`config.mk`:
```
export PLATFORM = sky130hd
export DESIGN_NAME = keypad_event_scheduler
export DESIGN_NICKNAME = d
export VERILOG_FILES = /design/src/rtl/keypad_pkg.sv /design/src/rtl/keypad_event_scheduler_rr_arbiter16.sv /design/src/rtl/keypad_event_scheduler.sv
export SDC_FILE = /design/constraint.sdc
export NUM_CORES = 1
export LEC_CHECK = 0
export CORE_MARGIN = 2
export CORE_UTILIZATION = 39
export DETAILED_ROUTE_END_ITERATION = 10
export GPL_TIMING_DRIVEN = 0
export RECOVER_POWER = 25
export SLEW_MARGIN = 20
export SYNTH_ARGS = -nofsm -noshare
export SYNTH_HDL_FRONTEND = slang
export SYNTH_SLANG_ARGS = --single-unit
```
`constraint.sdc`:
```
create_clock -name clk -period 11.2 [get_ports clk]
set_clock_uncertainty 0.05 [all_clocks]
set_input_delay 2.8 -clock clk [delete_from_list [all_inputs] [get_ports clk]]
set_output_delay 2.8 -clock clk [all_outputs]
set_load 0.01 [all_outputs]
```
`src/rtl/keypad_pkg.sv`:
```
// Shared widths, FSM encoding and event record for the keypad event scheduler.
package keypad_pkg;
  localparam int NUM_KEYS = 16;
  localparam int KEY_W    = 4;

  typedef enum logic {IDLE, OFFER} kes_state_t;

  typedef struct packed {
    logic [KEY_W-1:0] code;
    logic             press;
    logic             is_repeat;
  } key_event_t;
endpackage

```
`src/rtl/keypad_event_scheduler_rr_arbiter16.sv`:
```
// Round-robin find-first-set: searches upward from ptr, wrapping 15 -> 0.
module rr_arbiter16
  import keypad_pkg::*;
(
  input  logic [NUM_KEYS-1:0] req,
  input  logic [KEY_W-1:0]    ptr,
  output logic                grant_valid,
  output logic [KEY_W-1:0]    grant_idx
);

  logic [KEY_W-1:0] idx;

  always_comb begin
    grant_valid = 1'b0;
    grant_idx   = '0;
    idx         = '0;
    for (int i = 0; i < NUM_KEYS; i++) begin
      idx = ptr + KEY_W'(i);
      if (!grant_valid && req[idx]) begin
        grant_valid = 1'b1;
        grant_idx   = idx;
      end
    end
  end

endmodule

```
`src/rtl/keypad_event_scheduler.sv`:
```
// Converts debounced key levels into a fair, serialized stream of press,
// release and typematic-repeat events on a valid/ready handshake.
module keypad_event_scheduler
  import keypad_pkg::*;
#(
  parameter int TICK_DIV     = 27000,
  parameter int REPEAT_DELAY = 500,
  parameter int REPEAT_RATE  = 100
) (
  input  logic                clk,
  input  logic                reset,
  input  logic [NUM_KEYS-1:0] button_state,
  input  logic                enable,
  output logic                ev_valid,
  input  logic                ev_ready,
  output logic [KEY_W-1:0]    ev_code,
  output logic                ev_press,
  output logic                ev_repeat,
  output logic                overflow
);

  localparam int TICK_W  = (TICK_DIV > 1) ? $clog2(TICK_DIV) : 1;
  localparam int CNT_MAX = (REPEAT_DELAY > REPEAT_RATE) ? REPEAT_DELAY : REPEAT_RATE;
  localparam int CNT_W   = $clog2(CNT_MAX + 1);

  logic [NUM_KEYS-1:0] prev, pp, rp, rise, fall, eligible, pp_clr, rp_clr;
  logic [TICK_W-1:0]   tick_cnt;
  logic                tick;
  kes_state_t          state, state_next;
  logic [KEY_W-1:0]    rr_ptr;
  key_event_t          ev_q, ev_sel;
  logic                grant_valid;
  logic [KEY_W-1:0]    grant_idx;
  logic                sel_any, handshake, press_accept;
  logic                rep_active, rep_pend;
  logic [KEY_W-1:0]    rep_key;
  logic [CNT_W-1:0]    rep_cnt;

  assign rise     = button_state & ~prev;
  assign fall     = ~button_state & prev;
  assign eligible = pp | rp;
  assign tick     = (tick_cnt == TICK_W'(TICK_DIV - 1));

  always_ff @(posedge clk) begin
    if (reset)     tick_cnt <= '0;
    else if (tick) tick_cnt <= '0;
    else           tick_cnt <= tick_cnt + TICK_W'(1);
  end

  always_ff @(posedge clk) begin
    if (reset) prev <= '0;
    else       prev <= button_state;
  end

  rr_arbiter16 u_arb (
    .req         (eligible),
    .ptr         (rr_ptr),
    .grant_valid (grant_valid),
    .grant_idx   (grant_idx)
  );

  // Key events beat repeats; a key with both bits pending offers its press first.
  always_comb begin
    ev_sel  = '0;
    sel_any = 1'b0;
    if (enable) begin
      if (grant_valid) begin
        sel_any      = 1'b1;
        ev_sel.code  = grant_idx;
        ev_sel.press = pp[grant_idx];
      end else if (rep_pend) begin
        sel_any          = 1'b1;
        ev_sel.code      = rep_key;
        ev_sel.press     = 1'b1;
        ev_sel.is_repeat = 1'b1;
      end
    end
  end

  assign handshake    = (state == OFFER) && ev_ready;
  assign press_accept = handshake && ev_q.press && !ev_q.is_repeat;

  always_comb begin
    pp_clr = '0;
    rp_clr = '0;
    if (handshake && !ev_q.is_repeat) begin
      if (ev_q.press) pp_clr[ev_q.code] = 1'b1;
      else            rp_clr[ev_q.code] = 1'b1;
    end
  end

  // New edges are OR'd in after the clear, so a same-cycle set survives.
  always_ff @(posedge clk) begin
    if (reset) begin
      pp       <= '0;
      rp       <= '0;
      overflow <= 1'b0;
    end else if (!enable) begin
      pp <= '0;
      rp <= '0;
    end else begin
      pp <= (pp & ~pp_clr) | rise;
      rp <= (rp & ~rp_clr) | fall;
      if (|((rise & pp & ~pp_clr) | (fall & rp & ~rp_clr))) overflow <= 1'b1;
    end
  end

  always_ff @(posedge clk) begin
    if (reset)          rr_ptr <= '0;
    else if (handshake) rr_ptr <= ev_q.code + KEY_W'(1);
  end

  always_ff @(posedge clk) begin
    if (reset) begin
      rep_active <= 1'b0;
      rep_pend   <= 1'b0;
      rep_key    <= '0;
      rep_cnt    <= '0;
    end else if (!enable) begin
      rep_active <= 1'b0;
      rep_pend   <= 1'b0;
    end else begin
      if (handshake && ev_q.is_repeat) rep_pend <= 1'b0;
      if (press_accept) begin
        rep_active <= 1'b1;
        rep_key    <= ev_q.code;
        rep_cnt    <= CNT_W'(REPEAT_DELAY);
        rep_pend   <= 1'b0;
      end else if (rep_active && fall[rep_key]) begin
        rep_active <= 1'b0;
        rep_pend   <= 1'b0;
      end else if (rep_active && tick && button_state[rep_key]) begin
        if (rep_cnt == CNT_W'(1)) begin
          rep_pend <= 1'b1;
          rep_cnt  <= CNT_W'(REPEAT_RATE);
        end else begin
          rep_cnt <= rep_cnt - CNT_W'(1);
        end
      end
    end
  end

  always_ff @(posedge clk) begin
    if (reset) state <= IDLE;
    else       state <= state_next;
  end

  always_comb begin
    state_next = state;
    case (state)
      IDLE:    if (sel_any)  state_next = OFFER;
      OFFER:   if (ev_ready) state_next = IDLE;
      default: state_next = IDLE;
    endcase
  end

  always_comb begin
    ev_valid = (state == OFFER);
  end

  always_ff @(posedge clk) begin
    if (reset)                       ev_q <= '0;
    else if (state == IDLE && sel_any) ev_q <= ev_sel;
  end

  assign ev_code   = ev_q.code;
  assign ev_press  = ev_q.press;
  assign ev_repeat = ev_q.is_repeat;

endmodule

```
==> results of run 1 <==
## worst max-delay path by stage
stage               cells past startpoint        startpoint    endpoint  slack (ns)
floorplan                               7  button_state[15]  rep_cnt[3]        6.44
CTS                                    17         rr_ptr[2]    ev_press        4.70
global placement                       17         rr_ptr[2]    ev_press        4.67
finish                                 17         rr_ptr[2]    ev_press        4.63
detailed placement                     17         rr_ptr[2]    ev_press        4.69
global route                           17         rr_ptr[2]    ev_press        4.25
## worst max-delay path: cells and delay by family, from the launching register on
family,cells,cell delay [ns]
compound gates,5,1.69
fa+ha+maj,1,0.45
buf+inv,5,2.07
flops,1,0.49
mux,2,0.75
simple gates,4,0.92
## cells by family (layout without fill, tap and decap cells)
kind of cell / Yosys count / in the layout / share of synthesized area
AO/OA/AOI/OAI: 216 / 216 / 0.199
XOR/XNOR: 26 / 26 / 0.0342
adder cells (fa/ha/maj): 14 / 14 / 0.0254
buffers and inverters: 61 / 102 / 0.0389
flip-flops: 90 / 90 / 0.262
multiplexers: 71 / 71 / 0.176
AND/OR/NAND/NOR: 354 / 354 / 0.264
## cell type report
type | count | area share
flip-flops and latches | 90 | 0.234
multi-input cells | 681 | 0.625
plain buffers | 39 | 0.0241
inverters | 22 | 0.0107
well taps | 225 | 0.0366
clock inverters | 3 | 0.00195
repair buffers | 26 | 0.0338
clock buffers | 12 | 0.0333
## cell usage after synthesis (7+ instances only)
cell type | instances | area, µm²
nand3_1 | 23 | 115
inv_1 | 20 | 75.1
or2_2 | 22 | 138
ha_1 | 14 | 175
a21oi_1 | 75 | 375
nor3_1 | 20 | 100
xor2_1 | 12 | 105
xnor2_1 | 13 | 114
mux4_2 | 39 | 878
a31oi_1 | 8 | 50.1
a211oi_1 | 14 | 105
a2111oi_0 | 9 | 78.8
nand2_1 | 94 | 353
nor2b_1 | 19 | 119
buf_2 | 7 | 35.0
o21ai_0 | 37 | 185
or4b_1 | 7 | 70.1
nand4_1 | 10 | 62.6
dfxtp_1 | 90 | 1800
clkbuf_1 | 24 | 90.1
nor2_1 | 78 | 293
mux2i_1 | 23 | 230
mux2_2 | 8 | 90.1
o22ai_1 | 19 | 119
nand2b_1 | 36 | 225
## power by group through the flow
stage	logic, mW	registers, mW	clock network [mW]
after floorplan	0.352	0.358	0
after global placement	0.489	0.363	0
after detailed placement	0.490	0.363	0
after CTS	0.492	0.356	0.284
after global routing	0.539	0.359	0.298
final	0.505	0.356	0.280
## sequential cells by signal, summed over array words and instances, names as in the netlist
name and cells:
rp 16, rep_pend 1, pp 16, rep_key 4, ev_press 1, overflow 1, rep_cnt 9, tick_cnt 15
rr_ptr 4, prev 16, ev_repeat 1, rep_active 1, ev_code 4, ev_valid 1
## metal layers
| layer | wire length [µm] | up-vias |
|---|---|---|
| li1 | - | 3199 |
| met1 | 10000 | 3255 |
| met2 | 10300 | 275 |
| met3 | 1440 | 60 |
| met4 | 900 | 0 |
| met5 | 0 | - |
## metrics by stage
| stage | power, mW | utilization | cells | hold WS (ns) |
|---|---|---|---|---|
| 6_report | 1.14 | 0.445 | 1098 | 0.411 |
| 5_1_grt | 1.20 | 0.445 | 1098 | 0.456 |
| 4_1_cts | 1.13 | 0.445 | 1098 | 0.420 |
| 3_5_place_dp | 0.854 | 0.429 | 1083 | 0.405 |
| 3_3_place_gp | 0.852 | 0.429 | 1083 | 0.393 |
| 2_1_floorplan | 0.710 | - | 832 | 0.380 |
## placed cells by master (no fill, tap or decap), drive strengths merged, types with 23 or more instances in the layout
cell,Yosys,routed
nand2,95,95
dfxtp,90,90
nor2,79,79
a21oi,75,75
mux4,39,39
o21ai,38,38
nand2b,36,36
clkbuf,24,36
clkdlybuf4s50,0,25
mux2i,24,24
nand3,23,23
==> insert_results.sql, run 1 <==
INSERT INTO impl_metrics (metric_group, metric, value, unit) VALUES
('run_status', 'outcome', 'finished clean', ''),
('setup_path', 'critPathRequiredTime', '11.36', 'ns'),
('setup_path', 'critical_path.slowest_cell', 'a31oi_1', ''),
('detailed_routing', 'route.detailed.drc', '0', ''),
('setup_path', 'critical_path_peak_fanout', '10', ''),
('setup_path', 'slowest_delay', '0.66', 'ns'),
('synth', 'ys.warnings.count', '0', ''),
('clocking', 'cts.repair_timing.setup_buffer_count', '0', ''),
('setup_path', 'reg2reg_to', 'ev_press', ''),
('sta', 'grt_setup_unrepaired', 'false', ''),
('synth', 'synth-seq-area-share', '0.262', ''),
('detailed_routing', 'final_antenna_net_count', '0', ''),
('sta', 'post-route-min-period', '6.57', 'ns'),
('sta', 'timing.final.ws_setup', '4.63', 'ns'),
('floorplanning', 'site_row_count', '48', ''),
('placed_design', 'preCtsSetupSlack', '4.69', 'ns'),
('setup_path', 'rr_startpoint', 'rr_ptr[2]', ''),
('layout', 'design_area', '0.00770', 'mm²'),
('synth', 'postSynth.asyncResetShare', '0', ''),
('global_routing', 'antenna_found_initial', '0', ''),
('clocking', 'holdBufCountCts', '0', ''),
('layout', 'layout.area.seq', '0.00180', 'mm²'),
('global_routing', 'grt.met2_usage', '0.391', ''),
('setup_path', 'start_kind', 'flop', ''),
('sta', 'timing_max_transition_violations_final', '0', ''),
('synth', 'synth-main-ff-cell', 'dfxtp_1', ''),
('clocking', 'clock_tree.buffer_depth', '2', ''),
('global_routing', 'grt_max_degree', '14', ''),
('setup_path', 'cp-end-kind', 'flop', ''),
('synth', 'netlist-cell-type-count', '76', ''),
('sta', 'setup_tns_final', '0', 'ns'),
('setup_path', 'timing.reg2reg.worst_path_depth', '17', ''),
('floorplanning', 'initial_utilization', '0.398', ''),
('placed_design', 'gp_congestion', '0.979', ''),
('synth', 'syn-instance-count', '832', ''),
('detailed_routing', 'first_pass_iters', '6', ''),
('layout', 'multi_input_area', '0.00481', 'mm²'),
('setup_path', 'setup.reg_to_reg.worst_slack', '4.63', 'ns'),
('detailed_routing', 'route.detailed.vias_per_inst', '6.18', ''),
('global_routing', 'use_met3', '0.0281', ''),
('clocking', 'cts_htree_levels', '3', ''),
('clocking', 'cts_resized', '0', ''),
('clocking', 'cts.root.buffer_cell', 'clkbuf_16', ''),
('hold_path', 'hold_path_end', 'tick_cnt[0]', ''),
('power', 'internal_power', '698', 'µW'),
('hold_path', 'min-delay-start', 'tick_cnt[0]', ''),
('sta', 'final-setup-viol-count', '0', ''),
('power', 'pwr-share-seq', '0.312', ''),
('sta', 'clock.fmax', '152', 'MHz'),
('hold_path', 'timing.hold.worst.class', 'flop to flop', ''),
('clocking', 'tritoncts', 'yes', ''),
('hold_path', 'whs_path_depth', '1', ''),
('sta', 'tightest_slew', '0.862', 'ns'),
('clocking', 'cts_made_buffers', '9', ''),
('floorplanning', 'core_area', '0.0173', 'mm²'),
('layout', 'final_layout_size_suffix_gt1_frac', '0.120', ''),
('placed_design', 'port_buffers', '26', ''),
('setup_path', 'crit_path_cell_trace', 'buf_2 -> buf_1 -> inv_1 -> ha_1 -> buf_1 -> mux4_2 -> a22o_1 -> a31oi_1 -> and4_1 -> nand3_1 -> a211oi_1 -> a21o_1 -> and2_0 -> clkbuf_1 -> mux2i_1 -> o221ai_1 -> nand3_1', ''),
('floorplanning', 'fp.dieH', '137', 'µm'),
('detailed_routing', 'dr.first_iter.drc_count', '794', ''),
('floorplanning', 'design.die.area', '0.0187', 'mm²'),
('layout', 'layout.filler_cells', '1723', ''),
('synth', 'postSynthAreaPerCell', '8.27', 'µm²'),
('clocking', 'clock_insertion_delay_worst_skew', '0.33', 'ns'),
('floorplanning', 'top_ports', '28', ''),
('setup_path', 'criticalPathCategory', 'flop to flop', ''),
('setup_path', 'crit_arrival', '6.73', 'ns'),
('clocking', 'num_clock_sinks', '90', ''),
('detailed_routing', 'drt_wl_total', '22.6', 'mm'),
('power', 'p_per_area', '148', 'mW/mm²'),
('synth', 'ys_seq_elements', '90', '');
Note: power is estimated with default switching activity, not from simulation.
==> run 2, diff against run 1 <==
==> constraint.sdc (replaced) <==
create_clock -name clk -period 6.5 [get_ports clk]
set_clock_uncertainty 0.05 [all_clocks]
set_input_delay 1.625 -clock clk [delete_from_list [all_inputs] [get_ports clk]]
set_output_delay 1.625 -clock clk [all_outputs]
set_load 0.01 [all_outputs]
==> run 2 against run 1 <==
  * Non-clock buffer count unchanged
  * Setup slack worse by 4.2 ns
  * Register-to-register slack got worse by 4.2 ns
  * Sequential power rose by 72%
  * Critical endpoint unchanged
==> insert_results.sql, run 2 (synthesis gave the netlist of run 1 again) <==
INSERT INTO impl_metrics (metric_group, metric, value, unit) VALUES
('run_status', 'outcome', 'finished clean', ''),
('detailed_routing', 'drt_wl_total', '22.7', 'mm'),
('clocking', 'clock_insertion_delay_worst_skew', '0.33', 'ns'),
('floorplanning', 'top_ports', '28', ''),
('layout', 'reg.largest.list', 'pp: 16 flops, prev: 16 flops, rp: 16 flops', ''),
('placed_design', 'half_perimeter_wire_length_of_the_detailed_placement_result', '17.9', 'mm'),
('setup_path', 'start_kind', 'flop', ''),
('detailed_routing', 'final_antenna_net_count', '0', ''),
('clocking', 'cts_htree_levels', '3', ''),
('floorplanning', 'fp.dieH', '137', 'µm'),
('sta', 'maxSlewHeadroom', '0.446', ''),
('sta', 'setup_tns_final', '0', 'ns'),
('global_routing', 'grt_max_degree', '14', ''),
('sta', 'timing.hold.ws', '0.411', 'ns'),
('sta', 'tightest_slew', '0.823', 'ns'),
('layout', 'area_growth', '11.9', '%'),
('global_routing', 'grt_pass1_wl', '35.4', 'mm'),
('clocking', 'cts.repair_timing.setup_buffer_count', '0', ''),
('sta', 'post-route-min-period', '6.05', 'ns'),
('setup_path', 'critPathRequiredTime', '6.66', 'ns'),
('global_routing', 'track_usage', '0.248', ''),
('setup_path', 'criticalPathCategory', 'flop to flop', ''),
('detailed_routing', 'route.detailed.drc', '0', ''),
('setup_path', 'crit_arrival', '6.21', 'ns'),
('detailed_routing', 'dr.first_iter.drc_count', '794', ''),
('floorplanning', 'core_area', '0.0173', 'mm²'),
('hold_path', 'timing.hold.worst.class', 'flop to flop', ''),
('power', 'finalPower', '1.97', 'mW'),
('floorplanning', 'die_width', '137', 'µm'),
('power', 'netSwitchingFraction', '0.388', ''),
('setup_path', 'cp.buffers_inverters', '5', ''),
('setup_path', 'critical_path_peak_fanout', '10', ''),
('sta', 'timing_max_transition_violations_final', '0', ''),
('placed_design', 'post_dp_cell_area', '0.00743', 'mm²'),
('layout', 'fin_nets', '903', ''),
('setup_path', 'critical-path-top-delay-family', 'buffers and inverters', ''),
('clocking', 'cts_made_buffers', '9', ''),
('placed_design', 'gp_congestion', '0.979', ''),
('power', 'combinationalPowerShare', '0.442', ''),
('setup_path', 'slowest_delay', '0.56', 'ns'),
('layout', 'layout.cells.most_common', 'nand2_1', ''),
('power', 'power.switching', '762', 'µW'),
('sta', 'grt_setup_unrepaired', 'false', ''),
('power', 'p_per_area', '255', 'mW/mm²'),
('detailed_routing', 'route.detailed.vias_per_inst', '6.22', ''),
('sta', 'period_share', '0.931', ''),
('floorplanning', 'design.die.area', '0.0187', 'mm²'),
('power', 'pwr-share-seq', '0.312', ''),
('power', 'leakage_power_summed_over_all_cells', '2.68', 'nW'),
('power', 'ir_worst_vdd', '0.153', 'mV'),
('layout', 'most_frequent_cells_in_the_layout', '94 x nand2_1, 90 x dfxtp_1, 78 x nor2_1, 75 x a21oi_1, 39 x mux4_2', ''),
('detailed_routing', 'vias', '6834', ''),
('power', 'internal_power', '1.20', 'mW'),
('placed_design', 'port_buffers', '26', ''),
('detailed_routing', 'first_pass_iters', '5', ''),
('sta', 'final-setup-viol-count', '0', ''),
('clocking', 'path_clk_slew', '0.06', 'ns'),
('clocking', 'clock_tree.buffer_depth', '2', ''),
('global_routing', 'globalRouteOverflowTotal', '0', ''),
('floorplanning', 'site_row_count', '48', ''),
('layout', 'design_area', '0.00770', 'mm²'),
('setup_path', 'crit_path_cell_trace', 'buf_2 -> buf_1 -> inv_1 -> ha_1 -> clkbuf_2 -> mux4_2 -> a22o_1 -> a31oi_2 -> and4_1 -> nand3_1 -> a211oi_1 -> a21o_1 -> and2_0 -> clkbuf_1 -> mux2i_1 -> o221ai_1 -> nand3_1', ''),
('layout', 'final_layout_size_suffix_gt1_frac', '0.123', ''),
('sta', 'hold_viol', '0', ''),
('power', 'power.share.clock', '0.246', ''),
('setup_path', 'critical_path.slowest_cell', 'mux4_2', ''),
('floorplanning', 'initial_utilization', '0.398', ''),
('sta', 'clock.fmax', '165', 'MHz'),
('detailed_routing', 'routed_wire_length_per_instance', '20.7', 'µm'),
('global_routing', 'antenna_found_initial', '0', ''),
('layout', 'n_antenna_cell', '0', ''),
('clocking', 'num_clock_sinks', '90', ''),
('setup_path', 'path_common_cell', 'nand3_1', ''),
('clocking', 'cts.root.buffer_cell', 'clkbuf_16', ''),
('clocking', 'tritoncts', 'yes', ''),
('setup_path', 'cp-end-kind', 'flop', ''),
('run', 'max_cap_viol_count', '0', ''),
('global_routing', 'grt_pass1_vias', '6167', '');
run 2: cell count changes in the layout (fill, tap and decap cells not counted):
cell      delta
a31oi_1      -1
a31oi_2      +1
buf_1        -1
clkbuf_2     +1
run 2: worst paths after layout:
| path | cells after the start | slack (ns) | end | startpoint |
|---|---|---|---|---|
| hold / removal | 1 | 0.41 | tick_cnt[0] | tick_cnt[0] |
| hold reg to reg | 1 | 0.41 | tick_cnt[0] | tick_cnt[0] |
| setup reg to reg | 17 | 0.45 | ev_press | rr_ptr[2] |
| setup / recovery | 17 | 0.45 | ev_press | rr_ptr[2] |
run 2: cell type report:
cell class,count,area [µm²]
clock inverter,3,15.0
clock buffer,12,256
fill,1722,9590
inverter,22,82.6
timing repair buffer,26,260
multi-input combinational,681,4820
sequential,90,1800
buffer,39,186
tap,225,282
run 2: per-layer routing:
layer	GRT usage	share of wire
met1	0.342	0.44
met2	0.391	0.46
met3	0.0281	0.062
met4	0.111	0.042
met5	0	0
run 2: power by group through the flow:
| stage | Clock, mW | Combinational [mW] | Sequential (mW) |
|---|---|---|---|
| floorplan | 0 | 0.606 | 0.618 |
| global placement | 0 | 0.842 | 0.625 |
| detailed placement | 0 | 0.845 | 0.626 |
| CTS | 0.490 | 0.848 | 0.614 |
| global route | 0.513 | 0.929 | 0.619 |
| finish | 0.483 | 0.869 | 0.614 |
run 2: timing repair:
action / 4_1_cts / 5_1_grt
hold buffers: 0 / 0
gates resized for setup: 0 / 2
setup endpoints to repair: 0 / 7
run 2: through the flow:
| step | setup WS, ns | utilization | std cells |
|---|---|---|---|
| after global placement | -0.0344 | 0.429 | 1083 |
| after global routing | 0.138 | 0.445 | 1098 |
| final | 0.451 | 0.445 | 1098 |
| after CTS | 0.00133 | 0.445 | 1098 |
| after floorplan | 1.75 | - | 832 |
| after detailed placement | -0.00766 | 0.429 | 1083 |
==> run 3, diff against run 2 <==
==> constraint.sdc (replaced) <==
create_clock -name clk -period 7.02 [get_ports clk]
set_clock_uncertainty 0.05 [all_clocks]
set_input_delay 1.755 -clock clk [delete_from_list [all_inputs] [get_ports clk]]
set_output_delay 1.755 -clock clk [all_outputs]
set_load 0.01 [all_outputs]
==> results of run 3 <==
Same layout as run 1 (identical final DEF). Status: finished clean.
Among the figures that moved: setup slack after placement 4.69 ns -> 0.512 ns; setup slack after layout 4.63 ns -> 0.453 ns; register-to-register setup slack 4.63 ns -> 0.45 ns; total power 1.14 mW -> 1.82 mW; worst IR drop on VDD 0.0888 mV -> 0.142 mV
